--- src/rtl/panel_input_conditioner.sv ---
// Front-panel conditioner: synchronise, debounce and edge-detect panel keys and the code bus.
// Long-press detector on btn6 is built only when PANEL_LONG_PRESS_EN is defined.
module panel_input_conditioner #(
  parameter int unsigned DEBOUNCE_CYCLES   = 4000,
  parameter int unsigned SW_STABLE_CYCLES  = 4000,
  parameter int unsigned LONG_PRESS_CYCLES = 1000000,
  parameter int unsigned CNT_W             = 20
) (
  input  logic       clk,
  input  logic       rst_n,
  input  logic       sw7,
  input  logic       start,
  input  logic       btn6,
  input  logic [6:0] sw_input,
  output logic       power_on,
  output logic       start_pulse,
  output logic       confirm_pulse,
  output logic [6:0] sw_code,
  output logic       sw_update,
  output logic       long_press
);

  localparam logic [CNT_W-1:0] DbLast = CNT_W'(DEBOUNCE_CYCLES - 1);
  localparam logic [CNT_W-1:0] SwLast = CNT_W'(SW_STABLE_CYCLES - 1);
  localparam logic [CNT_W-1:0] One    = CNT_W'(1);

  if (((64'(1) << CNT_W) <= 64'(DEBOUNCE_CYCLES)) ||
      ((64'(1) << CNT_W) <= 64'(SW_STABLE_CYCLES)) ||
      ((64'(1) << CNT_W) <= 64'(LONG_PRESS_CYCLES))) begin : g_cnt_w_chk
    $error("CNT_W too narrow for cycle parameters");
  end

  // key channel index: 0 = sw7 (power), 1 = start, 2 = btn6
  logic [2:0]            key_s1_q, key_s2_q;
  logic [2:0]            deb_q, deb_d, deb_dly_q;
  logic [2:0][CNT_W-1:0] kcnt_q, kcnt_d;

  logic [6:0]            bus_s1_q, bus_s2_q, bus_prev_q;
  logic [CNT_W-1:0]      sw_cnt_q, sw_cnt_d;
  logic [6:0]            sw_code_q, sw_code_d;
  logic                  bus_stable, bus_load;

  logic start_pulse_q, start_pulse_d;
  logic confirm_pulse_q, confirm_pulse_d;
  logic sw_update_q, sw_update_d;

  always_comb begin
    deb_d  = deb_q;
    kcnt_d = kcnt_q;
    for (int i = 0; i < 3; i++) begin
      if (key_s2_q[i] == deb_q[i]) begin
        kcnt_d[i] = '0;
      end else if (kcnt_q[i] >= DbLast) begin
        deb_d[i]  = key_s2_q[i];
        kcnt_d[i] = '0;
      end else begin
        kcnt_d[i] = kcnt_q[i] + One;
      end
    end
  end

  assign start_pulse_d   = deb_q[1] & ~deb_dly_q[1] & deb_q[0];
  assign confirm_pulse_d = deb_q[2] & ~deb_dly_q[2] & deb_q[0];

  // sw_code follows the bus even when powered off; only the pulse is gated
  assign bus_stable  = (bus_s2_q == bus_prev_q);
  assign bus_load    = bus_stable && (sw_cnt_q >= SwLast) &&
                       (bus_s2_q != sw_code_q);
  assign sw_cnt_d    = !bus_stable          ? '0 :
                       (sw_cnt_q >= SwLast) ? sw_cnt_q :
                                              sw_cnt_q + One;
  assign sw_code_d   = bus_load ? bus_s2_q : sw_code_q;
  assign sw_update_d = bus_load & deb_q[0];

  always_ff @(posedge clk or negedge rst_n) begin
    if (!rst_n) begin
      key_s1_q        <= '0;
      key_s2_q        <= '0;
      deb_q           <= '0;
      deb_dly_q       <= '0;
      kcnt_q          <= '0;
      bus_s1_q        <= '0;
      bus_s2_q        <= '0;
      bus_prev_q      <= '0;
      sw_cnt_q        <= '0;
      sw_code_q       <= '0;
      start_pulse_q   <= 1'b0;
      confirm_pulse_q <= 1'b0;
      sw_update_q     <= 1'b0;
    end else begin
      key_s1_q        <= {btn6, start, sw7};
      key_s2_q        <= key_s1_q;
      deb_q           <= deb_d;
      deb_dly_q       <= deb_q;
      kcnt_q          <= kcnt_d;
      bus_s1_q        <= sw_input;
      bus_s2_q        <= bus_s1_q;
      bus_prev_q      <= bus_s2_q;
      sw_cnt_q        <= sw_cnt_d;
      sw_code_q       <= sw_code_d;
      start_pulse_q   <= start_pulse_d;
      confirm_pulse_q <= confirm_pulse_d;
      sw_update_q     <= sw_update_d;
    end
  end

  assign power_on      = deb_q[0];
  assign start_pulse   = start_pulse_q;
  assign confirm_pulse = confirm_pulse_q;
  assign sw_code       = sw_code_q;
  assign sw_update     = sw_update_q;

`ifdef PANEL_LONG_PRESS_EN
  localparam logic [CNT_W-1:0] LpMax  = CNT_W'(LONG_PRESS_CYCLES);
  localparam logic [CNT_W-1:0] LpLast = CNT_W'(LONG_PRESS_CYCLES - 1);

  logic             lp_hold;
  logic [CNT_W-1:0] lp_cnt_q, lp_cnt_d;
  logic             long_press_q, long_press_d;

  // counter parks at LpMax so the pulse fires once per debounced hold
  assign lp_hold      = deb_q[2] & deb_q[0];
  assign lp_cnt_d     = !lp_hold          ? '0 :
                        (lp_cnt_q < LpMax) ? lp_cnt_q + One :
                                             lp_cnt_q;
  assign long_press_d = lp_hold && (lp_cnt_q == LpLast);

  always_ff @(posedge clk or negedge rst_n) begin
    if (!rst_n) begin
      lp_cnt_q     <= '0;
      long_press_q <= 1'b0;
    end else begin
      lp_cnt_q     <= lp_cnt_d;
      long_press_q <= long_press_d;
    end
  end

  assign long_press = long_press_q;
`else
  assign long_press = 1'b0;
`endif

endmodule

--- config.mk ---
export PLATFORM = sky130hd
export DESIGN_NAME = panel_input_conditioner
export DESIGN_NICKNAME = d
export VERILOG_FILES = /design/src/rtl/panel_input_conditioner.sv
export SDC_FILE = /design/constraint.sdc
export NUM_CORES = 1
export LEC_CHECK = 0
export CAP_MARGIN = 20
export CORE_MARGIN = 3
export CORE_UTILIZATION = 53
export DETAILED_ROUTE_END_ITERATION = 10
export MAX_ROUTING_LAYER = met4
export PLACE_DENSITY = 0.72
export SETUP_SLACK_MARGIN = 0.5
export SYNTH_ARGS = -nofsm -noshare
export SYNTH_HDL_FRONTEND = slang
export SYNTH_SLANG_ARGS = --single-unit
--- constraint.sdc ---
create_clock -name clk -period 1.8 [get_ports clk]
set_input_delay 0.18 -clock clk [delete_from_list [all_inputs] [get_ports clk]]
set_output_delay 0.18 -clock clk [all_outputs]
set_load 0.03 [all_outputs]
# Word-level counts from Yosys, hierarchy flattened
# Index checks and enable logic that the tools add are counted.
# totals
elab_cells,54
inputBits,12
regBits,123
output_inout_bits,12
# classes
bitwise,10
n_reduce_logical,5
magnitude_cmp,4
mux,8
n_addsub,4
eq_ne,6
# op_table
cell,n
two-way mux 20 bit,8
adder 20 x 1 -> 20 bit (second input constant),4
>= comparator 20 x 12 -> 1 bit (second input constant),4
== test 7 bit,1
inequality test 7 bit,1
AND reduction 2 bit,3
bitwise AND 1 bit,5
NOT 1 bit,5
== test 1 bit,3
logical AND 1 bit,2
inequality test 2 bit (second input constant),1

# Logic depth before layout (Yosys ltp)
# Gate-level depths: netlist of run 1.
# depth
word_depth,4
ltp_mapped,7
mapped_depth_nobuf,6

# Least setup slack after synthesis of run 1
# Ideal clock, no wire load.
# synth_path
path_kind,register -> register
startpoint,reg sw_cnt_q[0]
endpoint,"reg sw_code_q[0], in the netlist sw_code[0]"
n_path_buf,1
t_arrival_ns,1.821
required_ns,1.675
synth_period_minus_slack_ns,1.946
path_stages_with_launch,8
setup_time_ns,0.125
slack_ns,-0.146
path_cell_list,dfrtp_1 > ha_1 > nand4_2 > a211oi_4 > nor2_2 > or2_1 > buf_6 > mux2_4
# synth_between
elab_chain_len,3
# synth_rtl
element,line_no,source
"start, declared",39,"logic [CNT_W-1:0] sw_cnt_q, sw_cnt_d;"
"start signal, assigned",99,sw_cnt_q <= sw_cnt_d;
>= comparator 20 x 12 -> 1 bit,67,assign bus_load = bus_stable && (sw_cnt_q >= SwLast) &&
logical AND 1 bit (2 in a row),67,
"end signal, assigned",100,sw_code_q <= sw_code_d;
"end, declared",40,"logic [6:0] sw_code_q, sw_code_d;"
# No other way between the ends.
# A chain may end at the register's enable or synchronous reset.

# Worst setup path in the final report of run 1
# layout_path
startpoint,reg kcnt_q[41] (netlist bit)
endpoint,reg deb_q[2]
# layout_between
elab_chain_len,2
# layout_rtl
element,line_no,source
"start, declared",36,"logic [2:0][CNT_W-1:0] kcnt_q, kcnt_d;"
"start signal, assigned",95,kcnt_q <= kcnt_d;
>= comparator 20 x 12 -> 1 bit,53,end else if (kcnt_q[i] >= DbLast) begin
AND reduction 2 bit (no source line),--,
"end signal, assigned",79,deb_q <= '0;
"end signal, assigned",93,deb_q <= deb_d;
"end, declared",35,"logic [2:0] deb_q, deb_d, deb_dly_q;"
# No other way between the ends.

==> impl_metrics.toml, run 1 <==
[sta]
setup_tns_ps = -2.75
fmax_mhz = 555
drv_slew = 0
fin_ws_ps = -1.17
finalCritPeriodShare = 1.00
rsz0062_at_grt = "yes"
hold_viol = 0
relSlewSlack = 0.562
layout_min_cycle_time_ps = 1800
skew_ps = 7.68
worst-slew-pin-transition_ps = 650
setup_viol = 3

[die]
coreArea_um2 = 8300
std_cell_rows = 33
io_pins = 24
die_w_um = 99.1
start_util = 0.553
dieArea_um2 = 9820
die_h_um = 99.1

[detailed_routing]
routed_via_density = 5.14
drt_pre_antenna_iters = 4
drtIter0Drc = 86
wire_per_inst_um = 16.3
detail-route-antenna-nets = 0
vias = 3032
drc = 0
routed_wl_um = 9630

[global_route]
grt_start_max_net_pins = 45
grt_pass1_vias = 3268
grt.total_usage = 0.209
grt_pass1_wl_um = 15200
antenna_found_initial = 0
grt_overflow = 0

[critical_path]
crit_type = "reg2reg"
critPathLaunchType = "flip-flop"
cp_max_fo = 3
rrSetupSlack_ps = -1
cp_data_arrival_time_ps = 2200
required_ps = 2200
end_kind = "flip-flop"

[pwr]
p_int_mw = 5.07
combPwrFrac = 0.028
swShare = 0.215
p_clk_frac = 0.532
p_per_area_nw_per_um2 = 960
p_switching_mw = 1.39
power_frac_seq = 0.440
leakage_nw = 2.83
ir_drop_mv = 1.09

[logic_synthesis]
ys_types = 33
synthCells = 364
ys_warn_count = 0
netlist_area_um2 = 4590
synth.avg_cell_area_um2 = 12.6
ys_seq_area_frac = 0.665
synth-seq-cells = 122

[placed_design]
portBuffers = 22
hpwlAfterDp_um = 4940
place_congestion = 0.806

[clock_tree]
htreeDepth = 4
root_buffer = "clkbuf_8"
clock_sinks = 122
cts.path.max_buffers = 2
clk_pin_slew_ps = 60
cts_tree = "yes"
cts_buffers = 17
clock_latency_ps = 510

[final_layout]
drive_gt1_frac = 0.392
fin_nets = 488
syn2layout_area_growth_pct = 46.6
n_antenna_cell = 0
layout_common_cells = "dfrtp_1 (119), nor2_4 (33), buf_4 (33), xor2_1 (27), conb_1 (25)"
final_common_cell = "dfrtp_1"
final_core_util = 0.812

[hold_path]
holdCritPathClass = "in2reg"

[status]
outcome = "complete, but fails checks"
violations = "negative setup slack"

[run]
cap_viol_max_count = 0
## per-layer routing
metal  GRT usage  part of all wire
met5           -                 0
met4      0.0851             0.021
met3      0.0708             0.033
met2       0.353              0.54
met1       0.225              0.40
## state kept, by name, indices dropped and copies added, names as in the netlist, 2 cells and up
name,cells
bus_prev_q,7
bus_s1_q,7
bus_s2_q,7
deb_dly_q,2
deb_q,3
kcnt_q,60
key_s1_q,3
key_s2_q,3
sw_cnt_q,20
sw_code,7
## metrics by stage
stage | std cells | worst slack, ps | power (mW) | hold slack [ps] | area [µm²]
6_report | 590 | -1.17 | 6.46 | 101 | 6740
3_3_place_gp | 536 | -45.9 | 3.05 | 160 | 5290
2_1_floorplan | 388 | -70.3 | 2.94 | -116 | 4770
4_1_cts | 582 | 33.0 | 6.50 | 80.9 | 6310
5_1_grt | 590 | -60.2 | 6.67 | 85.2 | 6740
3_5_place_dp | 536 | -134 | 3.05 | 171 | 5290
## area by class of cell
type | instances | area, µm²
clock buffers | 19 | 442
clock inverters | 13 | 165
fillers | 422 | 1560
inverters | 9 | 33.8
multi-input cells | 252 | 2180
flip-flops and latches | 122 | 3060
well taps | 105 | 131
repair buffers | 70 | 722
## cells in the mapped netlist
cell type  count  area share
conb_1         1     0.00082
and3_2         1      0.0016
buf_6          1      0.0025
a31oi_1        3      0.0041
nand4_1        9       0.012
nor2_1        57       0.047
clkbuf_1       4      0.0033
or3_1          3      0.0041
nor3b_1        2      0.0033
mux2_4         6       0.020
a211oi_4       1      0.0044
nor4b_1        3      0.0057
a21oi_1        2      0.0022
nor2_2         1      0.0014
xnor2_1       25       0.048
nand2_1       22       0.018
and3_1         7      0.0095
nand4_2        1      0.0027
o21ai_0        3      0.0033
dfrtp_1      122        0.66
nand3_1       14       0.015
and2_1         2      0.0027
mux2_2         4      0.0098
and4_1         5      0.0095
xor2_1        28       0.053
nor3_1         6      0.0065
nor4_1        12       0.016
a41oi_1        3      0.0057
o311ai_0       1      0.0019
buf_4          1      0.0016
inv_1          9      0.0074
ha_1           4       0.011
or2_1          1      0.0014
## what timing repair did
item,CTS,global route
gates cloned,2,3
pin swaps,20,17
setup endpoints to repair,78,74
hold endpoints to repair,34,0
gates resized for setup,131,81
hold buffers,1,0
setup buffers,11,5
## kinds of logic after synthesis
logic type / after synthesis / share of synthesized area
AND/OR/NAND/NOR: 146 / 0.157
flip-flops: 122 / 0.665
XOR/XNOR: 53 / 0.101
buffers and inverters: 15 / 0.0147
AO/OA/AOI/OAI: 13 / 0.0215
multiplexers: 10 / 0.0294
adder cells (fa/ha/maj): 4 / 0.0109
other: 1 / 0.000816
## worst paths after layout
kind | start | to | cells past startpoint
setup reg to reg | kcnt_q[41] | deb_q[2] | 5
setup / recovery | kcnt_q[41] | deb_q[2] | 5
max in group asynchronous | rst_n | deb_q[0] | 3
min in group asynchronous | rst_n | sw_cnt_q[8] | 2
hold / removal | sw_input[3] | bus_s1_q[3] | 1
hold reg to reg | key_s1_q[1] | key_s2_q[1] | 0
## critical path: stages (launching register included)
cell     delay (ps)
dfrtp_1         390
ha_2            190
and4_1          160
or3_1           330
a41oi_2         280
mux2_4          340
## power groups by stage
| stage | Clock [mW] | Sequential [mW] | Combinational [mW] |
|---|---|---|---|
| 4_1_cts | 3.49 | 2.84 | 0.173 |
| 5_1_grt | 3.62 | 2.85 | 0.203 |
| 3_3_place_gp | 0 | 2.89 | 0.157 |
| 2_1_floorplan | 0 | 2.89 | 0.0450 |
| 3_5_place_dp | 0 | 2.89 | 0.159 |
| 6_report | 3.44 | 2.84 | 0.181 |
No activity file was read; power rests on OpenSTA's default activity.
==> run 2, diff against run 1 <==
--- a/config.mk
+++ b/config.mk
@@ -8,6 +8,7 @@
 export CAP_MARGIN = 20
 export CORE_MARGIN = 3
 export CORE_UTILIZATION = 53
+export CTS_CLUSTER_DIAMETER = 150
 export DETAILED_ROUTE_END_ITERATION = 10
 export MAX_ROUTING_LAYER = met4
 export PLACE_DENSITY = 0.72
==> results of run 2 <==
No change in the layout: final DEF, timing and power equal those of run 1.
==> run 3, diff against run 2 <==
--- a/config.mk
+++ b/config.mk
@@ -6,6 +6,7 @@
 export NUM_CORES = 1
 export LEC_CHECK = 0
 export CAP_MARGIN = 20
+export CORE_ASPECT_RATIO = 1.1
 export CORE_MARGIN = 3
 export CORE_UTILIZATION = 53
 export CTS_CLUSTER_DIAMETER = 150
==> run 3 against run 2 <==
Against the previous run: largest power group unchanged; highest routed layer unchanged; the flow still finishes with violations (negative setup slack); sequential power is essentially flat; flip-flop and latch count unchanged; register-to-register slack barely moved; clock-buffer cell count fell by 2; routed wire length up 14%; worst hold slack improved by 4.5 ps; combinational power increased by 4%; cell count rose by 0.34%; non-clock buffer count down 1; first-iteration DRC count increased to 2.5 times the previous value.
==> impl_metrics.toml, run 3 (synthesis results as in run 1) <==
[status]
outcome = "complete, but fails checks"
violations = "negative setup slack"

[final_layout]
fin_nets = 487
largestRegisters = "kcnt_q: 60 flops, sw_cnt_q: 20 flops"
layout_common_cells = "dfrtp_1 (120), buf_4 (34), nor2_4 (29), xor2_1 (27), conb_1 (25)"
final_common_cell = "dfrtp_1"
final-instance-count-excl-fill = 592
largest_reg_flops = 60
regMostFlops = "kcnt_q"
n_antenna_cell = 0
syn2layout_area_growth_pct = 43.9
drive_gt1_frac = 0.376

[critical_path]
max_stage_delay_ps = 410
critical_path.cell_chain = "ha_2 > and4_4 > or3_4 > a41oi_4 > nand2_2 > buf_6 > nor2_2"
end_kind = "flip-flop"
required_ps = 2240
crit_type = "reg2reg"
slowest_stage = "dfrtp_1"
cp_data_arrival_time_ps = 2240
path_delay_family = "simple AND/OR/NAND/NOR gates"
critPathLaunchType = "flip-flop"
crit_buf_inv = 1
cp_max_fo = 5

[sta]
relSlewSlack = 0.616
rsz0062_at_grt = "yes"
hold_viol = 0
layout_min_cycle_time_ps = 1800
fmax_mhz = 555
fin_ws_ps = -2.16
finalCritPeriodShare = 1.00
setup_viol = 1
worst-slew-pin-transition_ps = 576
skew_ps = 8.03
drv_slew = 0

[die]
die_w_um = 94.8
std_cell_rows = 34
coreArea_um2 = 8170
die_h_um = 104
io_pins = 24
start_util = 0.562
dieArea_um2 = 9820

[pwr]
p_switching_mw = 1.51
p_clk_frac = 0.527
p_per_area_nw_per_um2 = 971
leakage_nw = 2.78
swShare = 0.235
combPwrFrac = 0.029
ir_drop_mv = 0.832
power_frac_seq = 0.443
p_total_mw = 6.42
p_int_mw = 4.91

[detailed_routing]
wire_per_inst_um = 18.6
drt_pre_antenna_iters = 4
routed_wl_um = 11000
drc = 0
drtIter0Drc = 216
vias = 3203
detail-route-antenna-nets = 0
routed_via_density = 5.41

[hold_path]
holdCritPathClass = "in2reg"

[placed_design]
portBuffers = 22
dp_cells = 538
place_congestion = 0.787
hpwlAfterDp_um = 5180

[clock_tree]
cts_tree = "yes"
htreeDepth = 4
clock_latency_ps = 520
cts.path.max_buffers = 2
clk_pin_slew_ps = 60
clock_sinks = 122
cts_buffers = 17
root_buffer = "clkbuf_8"

[global_route]
grt_start_max_net_pins = 48
grt_overflow = 0
antenna_found_initial = 0
grt_pass1_vias = 3308
grt_pass1_wl_um = 16200
grt.total_usage = 0.221

[run]
cap_viol_max_count = 0
-- run 3: changes by cell type in the layout (fill, tap and decap cells not counted), sizes merged --
cell      change
bufinv        -1
clkbuf        -3
clkinv        -1
clkinvlp      -3
inv           +7
-- run 3: area by class of cell --
type	count	area, µm²
inverters	9	33.8
fillers	422	1560
multi-input cells	252	2120
well taps	108	135
clock inverters	15	178
clock buffers	17	414
flip-flops and latches	122	3060
repair buffers	69	669
-- run 3: repair_timing --
action / in CTS / in global routing
hold buffers: 1 / 0
pin swaps: 18 / 13
gates cloned: 2 / 3
setup endpoints to repair: 78 / 75
endpoints found under the hold margin: 31 / 0
resized for setup: 140 / 57
buffers inserted: 9 / 7
-- run 3: through the flow --
| stage | utilization | worst slack [ps] | area, µm² | hold WS, ps | TNS, ps |
|---|---|---|---|---|---|
| final | 0.809 | -2.16 | 6610 | 105 | -2.16 |
| after global routing | 0.809 | -50.1 | 6610 | 85.0 | -317 |
| after CTS | 0.765 | -2.73 | 6250 | 91.8 | -2.73 |
| after detailed placement | 0.647 | -56.3 | 5290 | 154 | -335 |
| after global placement | 0.647 | 35.4 | 5290 | 152 | 0 |
| after floorplan | - | -70.3 | 4770 | -116 | -422 |
-- run 3: power groups by stage --
stage / Clock, mW / Sequential, mW / Combinational [mW]
floorplan: 0 / 2.89 / 0.0450
global placement: 0 / 2.89 / 0.159
detailed placement: 0 / 2.89 / 0.161
CTS: 3.40 / 2.84 / 0.172
global route: 3.55 / 2.85 / 0.209
finish: 3.38 / 2.84 / 0.188
-- run 3: worst reg2reg max path, cell delays in order (launching register included) --
cell     delay [ps]
dfrtp_1         410
ha_2            200
and4_4          160
or3_4           350
a41oi_4         200
nand2_2         140
buf_6           170
nor2_2          110
-- run 3: layer usage --
layer,track usage,vias to the layer above,wire [µm],part of all wire
li1,-,1421,-,-
met1,0.262,1664,4420,0.40
met2,0.361,90,5850,0.53
met3,0.0566,28,447,0.041
met4,0.0814,0,275,0.025
met5,-,-,0,0
-- run 3: worst paths after layout --
path	startpoint	end	slack [ps]	cells past startpoint
worst max-delay path	kcnt_q[0]	kcnt_q[10]	-2	7
worst min-delay path	sw_input[0]	bus_s1_q[0]	110	1
worst max register to register	kcnt_q[0]	kcnt_q[10]	-2	7
worst min register to register	key_s1_q[2]	key_s2_q[2]	340	0
max in group asynchronous	rst_n	sw_code[2]	1010	3
min in group asynchronous	rst_n	sw_cnt_q[2]	170	2
